==> src/rtl/cdb_arbiter_if.sv <==
// Producer-side and broadcast-side signals of the CDB arbiter.
// The arbiter uses the slave modport; the producers and the bench drive through master.
interface cdb_arbiter_if #(
  parameter int ROB_ID_WIDTH = 4,
  parameter int DATA_WIDTH   = 32
);
  logic                    valid_from_alu;
  logic [ROB_ID_WIDTH-1:0] rob_id_from_alu;
  logic [DATA_WIDTH-1:0]   result_from_alu;
  logic                    valid_from_lsb;
  logic [ROB_ID_WIDTH-1:0] rob_id_from_lsb;
  logic [DATA_WIDTH-1:0]   result_from_lsb;
  logic                    full_to_alu;
  logic                    full_to_lsb;
  logic                    cdb_valid;
  logic [ROB_ID_WIDTH-1:0] cdb_rob_id;
  logic [DATA_WIDTH-1:0]   cdb_result;
  logic                    cdb_src;

  modport master (
    output valid_from_alu, rob_id_from_alu, result_from_alu,
    output valid_from_lsb, rob_id_from_lsb, result_from_lsb,
    input  full_to_alu, full_to_lsb,
    input  cdb_valid, cdb_rob_id, cdb_result, cdb_src
  );

  modport slave (
    input  valid_from_alu, rob_id_from_alu, result_from_alu,
    input  valid_from_lsb, rob_id_from_lsb, result_from_lsb,
    output full_to_alu, full_to_lsb,
    output cdb_valid, cdb_rob_id, cdb_result, cdb_src
  );
endinterface

==> src/rtl/cdb_arbiter.sv <==
// Round-robin CDB arbiter (ALU vs LSB) with a per-source FIFO and empty-FIFO bypass;
// one-cycle registered broadcast, full_to_x backpressure from pre-edge count, rdy=0 freezes all.
module cdb_arbiter #(
  parameter int ROB_ID_WIDTH = 4,
  parameter int DATA_WIDTH   = 32,
  parameter int FIFO_DEPTH   = 2
) (
  input logic          clk,
  input logic          rst,
  input logic          rdy,
  input logic          flush_from_rob,
  cdb_arbiter_if.slave bus
);
  localparam int PW = $clog2(FIFO_DEPTH);
  localparam int CW = $clog2(FIFO_DEPTH + 1);
  localparam logic SRC_ALU = 1'b0;
  localparam logic SRC_LSB = 1'b1;

  typedef struct packed {
    logic [ROB_ID_WIDTH-1:0] rob_id;
    logic [DATA_WIDTH-1:0]   result;
  } entry_t;

  // Index 0 is the ALU source, index 1 the LSB source.
  entry_t                  mem_q    [2][FIFO_DEPTH];
  entry_t                  mem_d    [2][FIFO_DEPTH];
  logic [PW-1:0]           rd_ptr_q [2];
  logic [PW-1:0]           rd_ptr_d [2];
  logic [PW-1:0]           wr_ptr_q [2];
  logic [PW-1:0]           wr_ptr_d [2];
  logic [CW-1:0]           count_q  [2];
  logic [CW-1:0]           count_d  [2];
  logic                    last_grant_q, last_grant_d;
  logic                    cdb_valid_q, cdb_valid_d;
  logic [ROB_ID_WIDTH-1:0] cdb_rob_id_q, cdb_rob_id_d;
  logic [DATA_WIDTH-1:0]   cdb_result_q, cdb_result_d;
  logic                    cdb_src_q, cdb_src_d;

  entry_t     in_ent   [2];
  entry_t     cand_ent [2];
  entry_t     gnt_ent;
  logic [1:0] in_vld, empty, full, cand, gnt, push, pop;

  always_comb begin
    in_vld    = {bus.valid_from_lsb, bus.valid_from_alu};
    in_ent[0] = '{rob_id: bus.rob_id_from_alu, result: bus.result_from_alu};
    in_ent[1] = '{rob_id: bus.rob_id_from_lsb, result: bus.result_from_lsb};
    for (int s = 0; s < 2; s++) begin
      empty[s]    = (count_q[s] == '0);
      full[s]     = (count_q[s] == CW'(FIFO_DEPTH));
      cand[s]     = !empty[s] || in_vld[s];
      cand_ent[s] = empty[s] ? in_ent[s] : mem_q[s][rd_ptr_q[s]];
    end
    // On a tie the source that did not win last time takes the bus.
    gnt[1] = cand[1] && (!cand[0] || (last_grant_q == SRC_ALU));
    gnt[0] = cand[0] && !gnt[1];
    gnt_ent = gnt[1] ? cand_ent[1] : cand_ent[0];
    for (int s = 0; s < 2; s++) begin
      pop[s]  = gnt[s] && !empty[s];
      // A result taken by bypass never enters the FIFO; one arriving while full is dropped.
      push[s] = in_vld[s] && !full[s] && !(gnt[s] && empty[s]);
    end
  end

  assign bus.full_to_alu = full[0];
  assign bus.full_to_lsb = full[1];
  assign bus.cdb_valid   = cdb_valid_q;
  assign bus.cdb_rob_id  = cdb_rob_id_q;
  assign bus.cdb_result  = cdb_result_q;
  assign bus.cdb_src     = cdb_src_q;

  always_comb begin
    mem_d        = mem_q;
    rd_ptr_d     = rd_ptr_q;
    wr_ptr_d     = wr_ptr_q;
    count_d      = count_q;
    last_grant_d = last_grant_q;
    cdb_valid_d  = cdb_valid_q;
    cdb_rob_id_d = cdb_rob_id_q;
    cdb_result_d = cdb_result_q;
    cdb_src_d    = cdb_src_q;
    if (flush_from_rob) begin
      for (int s = 0; s < 2; s++) begin
        rd_ptr_d[s] = '0;
        wr_ptr_d[s] = '0;
        count_d[s]  = '0;
      end
      cdb_valid_d  = 1'b0;
      cdb_rob_id_d = '0;
      cdb_result_d = '0;
      cdb_src_d    = SRC_ALU;
    end else if (rdy) begin
      for (int s = 0; s < 2; s++) begin
        if (push[s]) begin
          mem_d[s][wr_ptr_q[s]] = in_ent[s];
          wr_ptr_d[s]           = wr_ptr_q[s] + PW'(1);
        end
        if (pop[s]) begin
          rd_ptr_d[s] = rd_ptr_q[s] + PW'(1);
        end
        count_d[s] = count_q[s] + CW'(push[s]) - CW'(pop[s]);
      end
      cdb_valid_d = |cand;
      if (|gnt) begin
        last_grant_d = gnt[1];
        cdb_src_d    = gnt[1];
        cdb_rob_id_d = gnt_ent.rob_id;
        cdb_result_d = gnt_ent.result;
      end
    end
  end

  always_ff @(posedge clk) begin
    if (rst) begin
      for (int s = 0; s < 2; s++) begin
        rd_ptr_q[s] <= '0;
        wr_ptr_q[s] <= '0;
        count_q[s]  <= '0;
      end
      last_grant_q <= SRC_LSB;
      cdb_valid_q  <= 1'b0;
      cdb_rob_id_q <= '0;
      cdb_result_q <= '0;
      cdb_src_q    <= SRC_ALU;
    end else begin
      rd_ptr_q     <= rd_ptr_d;
      wr_ptr_q     <= wr_ptr_d;
      count_q      <= count_d;
      last_grant_q <= last_grant_d;
      cdb_valid_q  <= cdb_valid_d;
      cdb_rob_id_q <= cdb_rob_id_d;
      cdb_result_q <= cdb_result_d;
      cdb_src_q    <= cdb_src_d;
    end
  end

  // Storage contents are only meaningful below count, so they carry no reset.
  always_ff @(posedge clk) begin
    mem_q <= mem_d;
  end
endmodule

==> src/flat_wrapper.sv <==
// flat-port wrapper written by rule: the top's interface ports become plain ports
module cdb_arbiter_flat 
#(
  parameter int ROB_ID_WIDTH = 4,
  parameter int DATA_WIDTH   = 32,
  parameter int FIFO_DEPTH   = 2
)
  (clk, rst, rdy, flush_from_rob, bus_valid_from_alu, bus_rob_id_from_alu, bus_result_from_alu, bus_valid_from_lsb, bus_rob_id_from_lsb, bus_result_from_lsb, bus_full_to_alu, bus_full_to_lsb, bus_cdb_valid, bus_cdb_rob_id, bus_cdb_result, bus_cdb_src);
  cdb_arbiter_if #(.ROB_ID_WIDTH(ROB_ID_WIDTH), .DATA_WIDTH(DATA_WIDTH)) bus_i ();
  input logic clk;
  input logic rst;
  input logic rdy;
  input logic flush_from_rob;
  input wire logic [$bits(bus_i.valid_from_alu)-1:0] bus_valid_from_alu;
  input wire logic [$bits(bus_i.rob_id_from_alu)-1:0] bus_rob_id_from_alu;
  input wire logic [$bits(bus_i.result_from_alu)-1:0] bus_result_from_alu;
  input wire logic [$bits(bus_i.valid_from_lsb)-1:0] bus_valid_from_lsb;
  input wire logic [$bits(bus_i.rob_id_from_lsb)-1:0] bus_rob_id_from_lsb;
  input wire logic [$bits(bus_i.result_from_lsb)-1:0] bus_result_from_lsb;
  output wire logic [$bits(bus_i.full_to_alu)-1:0] bus_full_to_alu;
  output wire logic [$bits(bus_i.full_to_lsb)-1:0] bus_full_to_lsb;
  output wire logic [$bits(bus_i.cdb_valid)-1:0] bus_cdb_valid;
  output wire logic [$bits(bus_i.cdb_rob_id)-1:0] bus_cdb_rob_id;
  output wire logic [$bits(bus_i.cdb_result)-1:0] bus_cdb_result;
  output wire logic [$bits(bus_i.cdb_src)-1:0] bus_cdb_src;
  assign bus_i.valid_from_alu = bus_valid_from_alu;
  assign bus_i.rob_id_from_alu = bus_rob_id_from_alu;
  assign bus_i.result_from_alu = bus_result_from_alu;
  assign bus_i.valid_from_lsb = bus_valid_from_lsb;
  assign bus_i.rob_id_from_lsb = bus_rob_id_from_lsb;
  assign bus_i.result_from_lsb = bus_result_from_lsb;
  assign bus_full_to_alu = bus_i.full_to_alu;
  assign bus_full_to_lsb = bus_i.full_to_lsb;
  assign bus_cdb_valid = bus_i.cdb_valid;
  assign bus_cdb_rob_id = bus_i.cdb_rob_id;
  assign bus_cdb_result = bus_i.cdb_result;
  assign bus_cdb_src = bus_i.cdb_src;
  cdb_arbiter #(.ROB_ID_WIDTH(ROB_ID_WIDTH), .DATA_WIDTH(DATA_WIDTH), .FIFO_DEPTH(FIFO_DEPTH)) u_core (.clk(clk), .rst(rst), .rdy(rdy), .flush_from_rob(flush_from_rob), .bus(bus_i));
endmodule
==> config.mk <==
export PLATFORM = sky130hd
export DESIGN_NAME = cdb_arbiter_flat
export DESIGN_NICKNAME = d
export VERILOG_FILES = /design/src/rtl/cdb_arbiter_if.sv /design/src/rtl/cdb_arbiter.sv /design/src/flat_wrapper.sv
export SDC_FILE = /design/constraint.sdc
export NUM_CORES = 1
export LEC_CHECK = 0
export ABC_CLOCK_PERIOD_IN_PS = 6650
export CAP_MARGIN = 20
export CORE_ASPECT_RATIO = 0.75
export CORE_UTILIZATION = 45
export DETAILED_ROUTE_END_ITERATION = 6
export GPL_TIMING_DRIVEN = 0
export PLACE_DENSITY = 0.74
export SLEW_MARGIN = 20
export SYNTH_ARGS = -nofsm -noshare
export SYNTH_HDL_FRONTEND = slang
export SYNTH_SLANG_ARGS = --single-unit
==> constraint.sdc <==
create_clock -name clk -period 6.65 [get_ports clk]
set_input_delay 1.995 -clock clk [delete_from_list [all_inputs] [get_ports clk]]
set_output_delay 1.995 -clock clk [all_outputs]
set_load 0.005 [all_outputs]
; ---- After elaboration in Yosys (flattened, before gate mapping)
; Index checks and enable logic that the tools add are counted.
[totals]
regBits = 191
latch_bits = 0
ramBits = 0
rom_bits = 0
input_bits = 78
output_inout_bits = 40
wordCells = 92
memories = 0
[op_classes]
addsub = 8
n_mul = 0
div_mod_pow = 0
magnitude_cmp = 6
n_eq_ne = 2
shifts = 0
mux = 15
n_bitwise = 6
reduce_logical = 36
[ops]
columns = op, count
row1 = $mux 36, 11
row2 = $bwmux 72, 2
row3 = $demux 36 s1, 2
row4 = $logic_and 1x1->1, 12
row5 = $reduce_and 2->1, 5
row6 = $reduce_and 3->1, 3
row7 = $ge 2x2->1 const B, 4
row8 = $logic_not 1->1, 8
row9 = $not 1->2, 4
row10 = $reduce_or 2->1, 3
row11 = $add 1x1->1 const B, 4
row12 = $add 2x1->2, 2
row13 = $eq 2x2->1 const B, 2
row14 = $logic_not 2->1, 2
row15 = $lt 2x1->1 const B, 2
row16 = $sub 2x1->2, 2
row17 = $logic_or 1x1->1, 3
row18 = $not 1->1, 2

; ---- Longest topological paths before layout
; Gate-level depths: netlist (run 1).
[logic_depth]
word_depth = 13
mapped_depth = 11
ltp_nobuf = 9

; ---- Worst setup path before layout (run 1)
; Ideal clock, no wire load.
[synth_path]
path_kind = in2reg
start = input bus_valid_from_alu
end = register u_core.mem_q[0] (netlist bit), enable pin
setup_ps = 429
arrival_ps = 4304
required_ps = 6221
setup_slack_ps = 1917
path_stages = 5
path_buffers = 1
cell_sequence = clkbuf_1 > o31ai_1 > o21ai_0 > nand3_1 > nor2_1
[synth_between]
elab_chain_cells = 8
[synth_lines]
columns = element, line_no
row1 = from (decl), flat_wrapper.sv:14  ; input wire logic [$bits(bus_i.valid_from_alu)-1:0] bus_valid_from_alu;
row2 = $logic_or 1x1->1, cdb_arbiter.sv:51  ; cand[s] = !empty[s] || in_vld[s];
row3 = $logic_not 1->1, cdb_arbiter.sv:55  ; gnt[1] = cand[1] && (!cand[0] || (last_grant_q == SRC_ALU));
row4 = $logic_or 1x1->1, cdb_arbiter.sv:55
row5 = $logic_and 1x1->1, cdb_arbiter.sv:55
row6 = $logic_and 1x1->1, cdb_arbiter.sv:61  ; push[s] = in_vld[s] && !full[s] && !(gnt[s] && empty[s]);
row7 = $logic_not 1->1, cdb_arbiter.sv:61
row8 = $logic_and 1x1->1, cdb_arbiter.sv:61
row9 = $reduce_and 3->1 (no line), -
row10 = to (signal assigned), cdb_arbiter.sv:139  ; mem_q <= mem_d;
row11 = to (decl), cdb_arbiter.sv:25  ; entry_t mem_q [2][FIFO_DEPTH];
; No other way between the ends.
; A chain may end at the register's enable or synchronous reset.

; ---- Final worst setup path (run 1)
[layout_path]
start = input bus_valid_from_lsb
end = register u_core.count_q[3] (netlist bit)
[layout_between]
elab_chain_cells = 9
elab_cells_between_ends = 10
cone_classes = add/sub: 2 / reduce/logical: 8
[layout_lines]
columns = element, line_no
row1 = from (decl), flat_wrapper.sv:17  ; input wire logic [$bits(bus_i.valid_from_lsb)-1:0] bus_valid_from_lsb;
row2 = $logic_or 1x1->1 (*), cdb_arbiter.sv:51
row3 = $logic_and 1x1->1 (*), cdb_arbiter.sv:55
row4 = $logic_not 1->1 (*), cdb_arbiter.sv:56  ; gnt[0] = cand[0] && !gnt[1];
row5 = $logic_and 1x1->1 (*), cdb_arbiter.sv:56
row6 = $logic_and 1x1->1, cdb_arbiter.sv:61
row7 = $logic_not 1->1, cdb_arbiter.sv:61
row8 = $logic_and 1x1->1, cdb_arbiter.sv:61
row9 = $add 2x1->2, cdb_arbiter.sv:101  ; count_d[s] = count_q[s] + CW'(push[s]) - CW'(pop[s]);
row10 = $sub 2x1->2 (*), cdb_arbiter.sv:101
row11 = to (signal assigned), cdb_arbiter.sv:128  ; count_q <= count_d;
row12 = to (decl), cdb_arbiter.sv:31  ; logic [CW-1:0] count_q [2];
; Mark *: on every way between the ends. The rest lies on a longest branch, timed or not.

==> impl_results.rst, run 1 <==
.. list-table::
   :header-rows: 1

   * - Metric
     - Value
   * - TritonCTS buffer count
     - 17
   * - Number of setup violations in the final report
     - 0
   * - Wire length of the first global-routing pass
     - 28.5 mm
   * - Die Footprint
     - 17,600 sq um
   * - CTS clk-pin slew, worst paths
     - 0.07 ns
   * - Net Count, Synth
     - 600
   * - Maximum cell stage delay along the critical path
     - 0.55 ns
   * - Clock tree from TritonCTS
     - done
   * - Chain of cells forming the critical path
     - clkdlybuf4s50_1, or3_1, buf_6, a21oi_4, buf_6, ha_1, inv_1, ha_1, xnor2_1, nor2_1, xnor2_1, nor2_1
   * - Family of cells with the greatest summed delay on the critical path
     - buffers and inverters
   * - Area added between synthesis and finish
     - 27.8%
   * - Switching power of the nets
     - 0.000567 W
   * - Pin count of the biggest net entering global routing
     - 23
   * - Post-CTS Setup Repair Bufs
     - 0
   * - Port Buf Inserts
     - 116
   * - Final hold violation count
     - 0
   * - Count of cell types in the netlist
     - 34
   * - Most frequent cells in the layout
     - sky130_fd_sc_hd__edfxtp_1 (144), sky130_fd_sc_hd__clkdlybuf4s50_1 (116), sky130_fd_sc_hd__mux2_2 (71)
   * - Fmax achieved
     - 239 MHz
   * - CTS sink cnt
     - 191
   * - # nets final
     - 739
   * - H-tree depth
     - 4
   * - Fin crit share
     - 63.0%
   * - Tightest slew margin relative to the limit
     - 47.8%
   * - Ratio of total power to cell area
     - 255 nW/um^2
   * - Placeable Area
     - 16,300 sq um
   * - Total global-route track usage
     - 21.9%
   * - Share of final-layout standard cells stronger than drive strength 1
     - 21.5%
   * - Number of global-route vias before repair
     - 5,166
   * - #FFs+latches synth
     - 191
   * - Number of DRC markers after the initial detailed-route iteration
     - 572
   * - CP Buf/Inv Count
     - 4
   * - Antenna violations before repair
     - 0
   * - Most common cell after layout, fill and taps aside
     - sky130_fd_sc_hd__edfxtp_1
   * - Drt drc
     - 10
   * - Sort of element at the start of the critical path
     - primary input
   * - Clock network fraction of total power
     - 39.6%
   * - Initial core utilization
     - 46.9%
   * - Synth Flop Type
     - sky130_fd_sc_hd__edfxtp_1
   * - Unrepaired setup endpoints after global routing
     - false
   * - Reported max-cap violation count
     - 0
   * - Post-detailed-route wirelength per cell
     - 21.1 um
   * - Total of cells resized after clock tree synthesis
     - 0
   * - Critical path arrival
     - 4.49 ns
   * - Buffer levels on the longest clock path
     - 2
   * - Detailed Place HPWL
     - 12.4 mm
   * - Rows
     - 40
   * - Count of flip-flops with a built-in enable after synthesis
     - 144
   * - Die H
     - 115 um
   * - Post-synthesis async set-or-reset flop share
     - 0%
   * - Failing checks
     - DRC
   * - Overall overflow remaining after global route
     - 0
   * - Total instance count after detailed placement
     - 848
   * - Post-synthesis instance total
     - 518
   * - Number of top-level design ports
     - 118
   * - Fill count
     - 1,220
   * - TNS Setup
     - 0 ns
   * - Standard cell with the maximum stage delay on the critical path
     - sky130_fd_sc_hd__clkdlybuf4s50_1
   * - Total number of vias
     - 5,133
   * - CTS Root Cell
     - sky130_fd_sc_hd__clkbuf_16
   * - Shortest period the worst path allows
     - 4.19 ns
   * - ANT nets after route
     - 0
   * - Post-CTS Hold Fix Bufs
     - 0
   * - Area of the mapped netlist
     - 7660 sq um
   * - Worst-Margin Slew
     - 0.780 ns
   * - Worst setup EP type
     - flop
   * - Hold/Removal Path Class
     - flop to flop
   * - Routability cong.
     - 0.786
   * - Worst Clk Skew
     - 0.0117 ns
   * - Portion of total power attributed to combinational logic
     - 7.9%
   * - Count of yosys warnings during synthesis
     - 0
   * - Iteration count of the initial detailed-routing pass
     - 7
   * - Die X
     - 153 um
   * - Post-synthesis average cell area
     - 14.8 sq um
   * - Final Instance Count excl. Fillers
     - 881
   * - Insertion delay to the later sink of the worst-skew pair
     - 0.43 ns
   * - Vias per inst
     - 5.83
   * - Outcome
     - finished, violations left
   * - Worst path required time
     - 6.95 ns
   * - Worst-path fanout max
     - 10
   * - Internal Pwr Total
     - 0.00193 W
   * - Fraction of power spent switching nets
     - 22.7%
   * - Pleak
     - 3.21 nW
   * - Part of the power in registers
     - 52.4%
   * - Total wire length after detailed routing
     - 18.6 mm
   * - Seq/Total Area, Yosys
     - 68.7%
   * - Max Transition Viols Final
     - 0
   * - Maximum resistive drop on vdd
     - 0.186 mV
   * - Critical setup path kind
     - primary input to flop
[synthesized netlist by cell type, drive strengths merged (3+ instances only)]
cell type,count,area share (%)
inv,8,0.39
edfxtp,144,56
nand2,39,1.9
ha,4,0.65
mux2i,3,0.39
nor2b,3,0.25
clkbuf,12,0.60
o21ai,39,2.5
xnor2,6,0.69
a222oi,35,4.6
nor2,18,0.91
dfxtp,47,12
mux2,71,10
buf,24,2.2
a21oi,7,0.75
a31oi,36,2.9
or2,3,0.25
[state kept, by name, summed over array words and instances (netlist names)]
register and count:
u_core.bus.cdb_src 1, u_core.bus.cdb_rob_id 4, u_core.last_grant_q 1, u_core.bus.cdb_result 32, u_core.count_q 4, u_core.wr_ptr_q 2
u_core.bus.cdb_valid 1, u_core.rd_ptr_q 2, u_core.mem_q 144
[power by group through the flow]
| stage | clock network (W) | registers, W | logic [W] |
|---|---|---|---|
| CTS | 0.00100 | 0.00131 | 0.000196 |
| global route | 0.00104 | 0.00131 | 0.000210 |
| finish | 0.000988 | 0.00131 | 0.000197 |
| global placement | 0 | 0.00133 | 0.000187 |
| floorplan | 0 | 0.00133 | 0.0000815 |
| detailed placement | 0 | 0.00133 | 0.000195 |
[logic make-up (layout without fill, tap and decap cells)]
kind of cell	Yosys count	after routing	synth area share, %
xor gates and xnor gates	6	6	0.686
AOI/OAI and AO/OA	126	126	11.8
other	0	1	0
muxes	74	74	10.8
buffers and inverters	44	196	3.23
and+or+nand+nor	73	73	4.07
DFF	191	191	68.7
adders and majority gates	4	4	0.653
[path summary, 6_finish.rpt]
path	start	endpoint	slack [ns]	depth (start not counted)
max	bus_valid_from_lsb	u_core.count_q[3]	2.46	12
min	u_core.bus.cdb_src	u_core.bus.cdb_src	0.51	2
max reg2reg	u_core.count_q[3]	u_core.count_q[1]	4.16	10
min reg2reg	u_core.bus.cdb_src	u_core.bus.cdb_src	0.51	2
[area by class of cell]
class / instances / area (sq um) / share of cell area (%)
flip-flops and latches: 191 / 5270 / 53.8
clock inverters: 15 / 151 / 1.55
diodes: 1 / 2.50 / 0.0256
repair buffers: 120 / 1260 / 12.8
clock buffers: 17 / 425 / 4.35
well taps: 210 / 263 / 2.68
inverters: 8 / 30.0 / 0.307
multi-input cells: 283 / 2180 / 22.2
plain buffers: 36 / 218 / 2.22
[metrics by stage]
stage	setup slack [ns]	util, %	hold slack [ns]	power (W)	cell area, sq um
floorplan	1.92	-	0.478	0.00141	7660
global placement	0.131	55.7	0.485	0.00152	9080
detailed placement	2.04	56.4	0.492	0.00153	9210
CTS	2.49	60.0	0.516	0.00250	9790
global route	2.35	60.0	0.545	0.00255	9790
finish	2.46	60.0	0.511	0.00249	9790
[layer usage]
layer  GRT usage, %  vias up  share of wire [%]
met5              0        -                  0
li1               -     2336                  -
met4           8.35        0                1.4
met1           28.1     2496                 41
met2           36.4      277                 48
met3           5.16       24                9.5
[worst min-delay path: stages (launching register included)]
cell and delay, ns:
sky130_fd_sc_hd__dfxtp_1 0.34, sky130_fd_sc_hd__a32oi_1 0.06, sky130_fd_sc_hd__nor2_1 0.07
No activity file was read; power rests on OpenSTA's default activity.
==> run 2: changes to the inputs <==
Settings changed: ABC_CLOCK_PERIOD_IN_PS 6650 to 3500, PLACE_DENSITY 0.74 to 0.76.
Clock period 6.65 ns to 3.5 ns, I/O delays scaled along.
==> run 2 against run 1 <==
The run still ends with DRC left. Global-route usage up 0.39 points. Clock power rose by 99%. Utilization grew 0.069 points. Clock skew fell by 0.0037 ns. Via count grew 1.3%. Sequential share of layout area down 0.062 points. Die area is the same. Power up 94%. Worst setup slack worse by 2.2 ns. Count of clock-buffer cells in the layout up 5. First-iteration DRC count is 5.9% lower. Worst hold slack better by 0.012 ns. Largest cell class unchanged. Highest routed layer unchanged.
==> impl_results.rst, run 2 (same netlist as run 1, synthesis figures left out) <==
.. list-table::
   :header-rows: 1

   * - Metric
     - Value
   * - Total global-route track usage
     - 22.2%
   * - Placeable Area
     - 16,300 sq um
   * - Worst-path fanout max
     - 10
   * - Number of top-level design ports
     - 118
   * - Hold/Removal Path Class
     - flop to flop
   * - Overall overflow remaining after global route
     - 0
   * - Maximum resistive drop on vdd
     - 0.317 mV
   * - Number of global-route vias before repair
     - 5,288
   * - Max Transition Viols Final
     - 0
   * - # nets final
     - 739
   * - Total of cells resized after clock tree synthesis
     - 0
   * - Diode count
     - 0
   * - Share of final-layout standard cells stronger than drive strength 1
     - 20.6%
   * - Launch point of the worst hold path
     - u_core.bus.cdb_src
   * - Fin worst setup slack
     - 0.225 ns
   * - Wire length of the first global-routing pass
     - 29.0 mm
   * - Worst Clk Skew
     - 0.00803 ns
   * - Pleak
     - 3.22 nW
   * - Die X
     - 153 um
   * - Buffer levels on the longest clock path
     - 2
   * - Critical setup path kind
     - primary input to flop
   * - Number of flip-flops in the largest register
     - 144
   * - Critical path arrival
     - 3.58 ns
   * - Clock tree from TritonCTS
     - done
   * - Reg with most FFs
     - u_core.mem_q
   * - Antenna violations before repair
     - 0
   * - Final hold violation count
     - 0
   * - Cell count of the worst reg-to-reg path
     - 10
   * - Total wire length after detailed routing
     - 19.1 mm
   * - Unrepaired setup endpoints after global routing
     - false
   * - Reg2reg setup slack
     - 1.01 ns
   * - H-tree depth
     - 4
   * - Total instance count after detailed placement
     - 848
   * - Pin count of the biggest net entering global routing
     - 23
   * - Rows
     - 40
   * - Die H
     - 115 um
   * - Worst path required time
     - 3.80 ns
   * - Reg area
     - 5270 sq um
   * - TritonCTS buffer count
     - 17
   * - Worst setup slack before clock tree synthesis
     - -0.186 ns
   * - Initial core utilization
     - 46.9%
   * - CTS clk-pin slew, worst paths
     - 0.07 ns
   * - ANT nets after route
     - 0
   * - Iteration count of the initial detailed-routing pass
     - 7
   * - Most frequent cells in the layout
     - sky130_fd_sc_hd__edfxtp_1 (144), sky130_fd_sc_hd__clkdlybuf4s50_1 (116), sky130_fd_sc_hd__mux2_2 (71)
   * - Destination of the worst register-to-register timing path
     - u_core.count_q[1]
   * - Post-CTS Hold Fix Bufs
     - 0
   * - R2R Path Start
     - u_core.count_q[3]
   * - Area of combinational cells with multiple inputs
     - 2180 sq um
   * - Number of setup violations in the final report
     - 0
   * - Sort of element at the start of the critical path
     - primary input
   * - Ratio of total power to cell area
     - 493 nW/um^2
   * - CTS sink cnt
     - 191
   * - Reported max-cap violation count
     - 0
   * - Failing checks
     - DRC
   * - Outcome
     - finished, violations left
   * - Fmax achieved
     - 305 MHz
   * - Final Instance Count excl. Fillers
     - 880
   * - Fill count
     - 1,235
   * - Routability cong.
     - 0.809
   * - Fin crit share
     - 93.6%
   * - Insertion delay to the later sink of the worst-skew pair
     - 0.43 ns
   * - Most common cell after layout, fill and taps aside
     - sky130_fd_sc_hd__edfxtp_1
   * - Worst Hold Margin
     - 0.524 ns
   * - Number of DRC markers after the initial detailed-route iteration
     - 538
   * - Die Footprint
     - 17,600 sq um
   * - TNS Setup
     - 0 ns
   * - Area added between synthesis and finish
     - 27.9%
   * - Port Buf Inserts
     - 116
   * - Worst-Margin Slew
     - 0.821 ns
   * - Vias per inst
     - 5.91
   * - Post-detailed-route wirelength per cell
     - 21.7 um
   * - Tightest slew margin relative to the limit
     - 45.1%
   * - Hold path cells
     - 2
   * - CTS Root Cell
     - sky130_fd_sc_hd__clkbuf_16
   * - Total number of vias
     - 5,201
   * - Destination of the worst hold path
     - u_core.bus.cdb_src
   * - Shortest period the worst path allows
     - 3.28 ns
   * - Overall Power
     - 0.00484 W
   * - Worst setup EP type
     - flop
   * - Post-CTS Setup Repair Bufs
     - 0
   * - Detailed Place HPWL
     - 12.7 mm
   * - Drt drc
     - 10
==> run 2: cell types whose count changed in the layout (fill, tap and decap cells not counted), sizes merged <==
cell      delta
clkbuf       +5
diode        -1
bufinv       +2
clkinv       -1
inv          -4
clkinvlp     -2
==> run 2: stage by stage <==
| stage | area [sq um] | utilization (%) |
|---|---|---|
| after CTS | 9800 | 60.1 |
| after global routing | 9800 | 60.1 |
| final | 9800 | 60.1 |
| after global placement | 9090 | 55.7 |
| after floorplan | 7660 | - |
| after detailed placement | 9210 | 56.4 |
==> run 2: layout make-up <==
type	instances	share of cell area, %
clock buffer	22	4.63
clock inverter	10	1.39
tap	210	2.68
multi-input combinational	283	22.2
inverter	8	0.306
buffer	36	2.22
sequential	191	53.7
timing repair buffer	120	12.8
==> run 2: layer usage <==
| layer | share of wire, % | GRT usage [%] | wire [um] | up-vias |
|---|---|---|---|---|
| met3 | 8.2 | 4.79 | 1570 | 26 |
| li1 | - | - | - | 2330 |
| met4 | 1.2 | 7.95 | 238 | 0 |
| met2 | 47 | 36.2 | 8970 | 273 |
| met5 | 0 | 0 | 0 | - |
| met1 | 44 | 29.8 | 8330 | 2572 |
==> run 2: worst max-delay path, cell delays in order <==
cell	delay, ns
sky130_fd_sc_hd__clkdlybuf4s50_1	0.55
sky130_fd_sc_hd__or3_1	0.38
sky130_fd_sc_hd__buf_6	0.15
sky130_fd_sc_hd__a21oi_4	0.39
sky130_fd_sc_hd__buf_6	0.22
sky130_fd_sc_hd__ha_1	0.24
sky130_fd_sc_hd__inv_1	0.07
sky130_fd_sc_hd__ha_1	0.15
sky130_fd_sc_hd__xnor2_1	0.11
sky130_fd_sc_hd__nor2_1	0.06
sky130_fd_sc_hd__xnor2_1	0.14
sky130_fd_sc_hd__nor2_1	0.05
==> run 2: worst max path at each step <==
stage | start | to | slack [ns] | cells past startpoint
after detailed placement | rdy | u_core.mem_q[13] | -0.19 | 6
after global routing | rdy | u_core.mem_q[55] | 0.11 | 6
after CTS | rdy | u_core.mem_q[54] | 0.27 | 6
after floorplan | bus_valid_from_alu | u_core.mem_q[0] | -0.29 | 5
final | bus_valid_from_lsb | u_core.count_q[3] | 0.22 | 12
after global placement | rdy | u_core.mem_q[49] | -2.03 | 5
==> run 2: power by group <==
group / internal (W) / total [W] / switching, W
logic: 0.000192 / 0.000379 / 0.000187
registers: 0.00247 / 0.00248 / 0.0000175
clock network: 0.00114 / 0.00197 / 0.000829
total: 0.00380 / 0.00484 / 0.00103
==> run 3: changes to the inputs <==
==> constraint.sdc (replaced) <==
create_clock -name clk -period 3.5 [get_ports clk]
set_input_delay 1.05 -clock clk [delete_from_list [all_inputs] [get_ports clk]]
set_output_delay 1.05 -clock clk [all_outputs]
set_load 0.05 [all_outputs]
==> results of run 3 <==
The final DEF is identical to that of run 2. Status: finished, violations left: DRC.
Among the figures that moved: total power 0.00484 W -> 0.00490 W
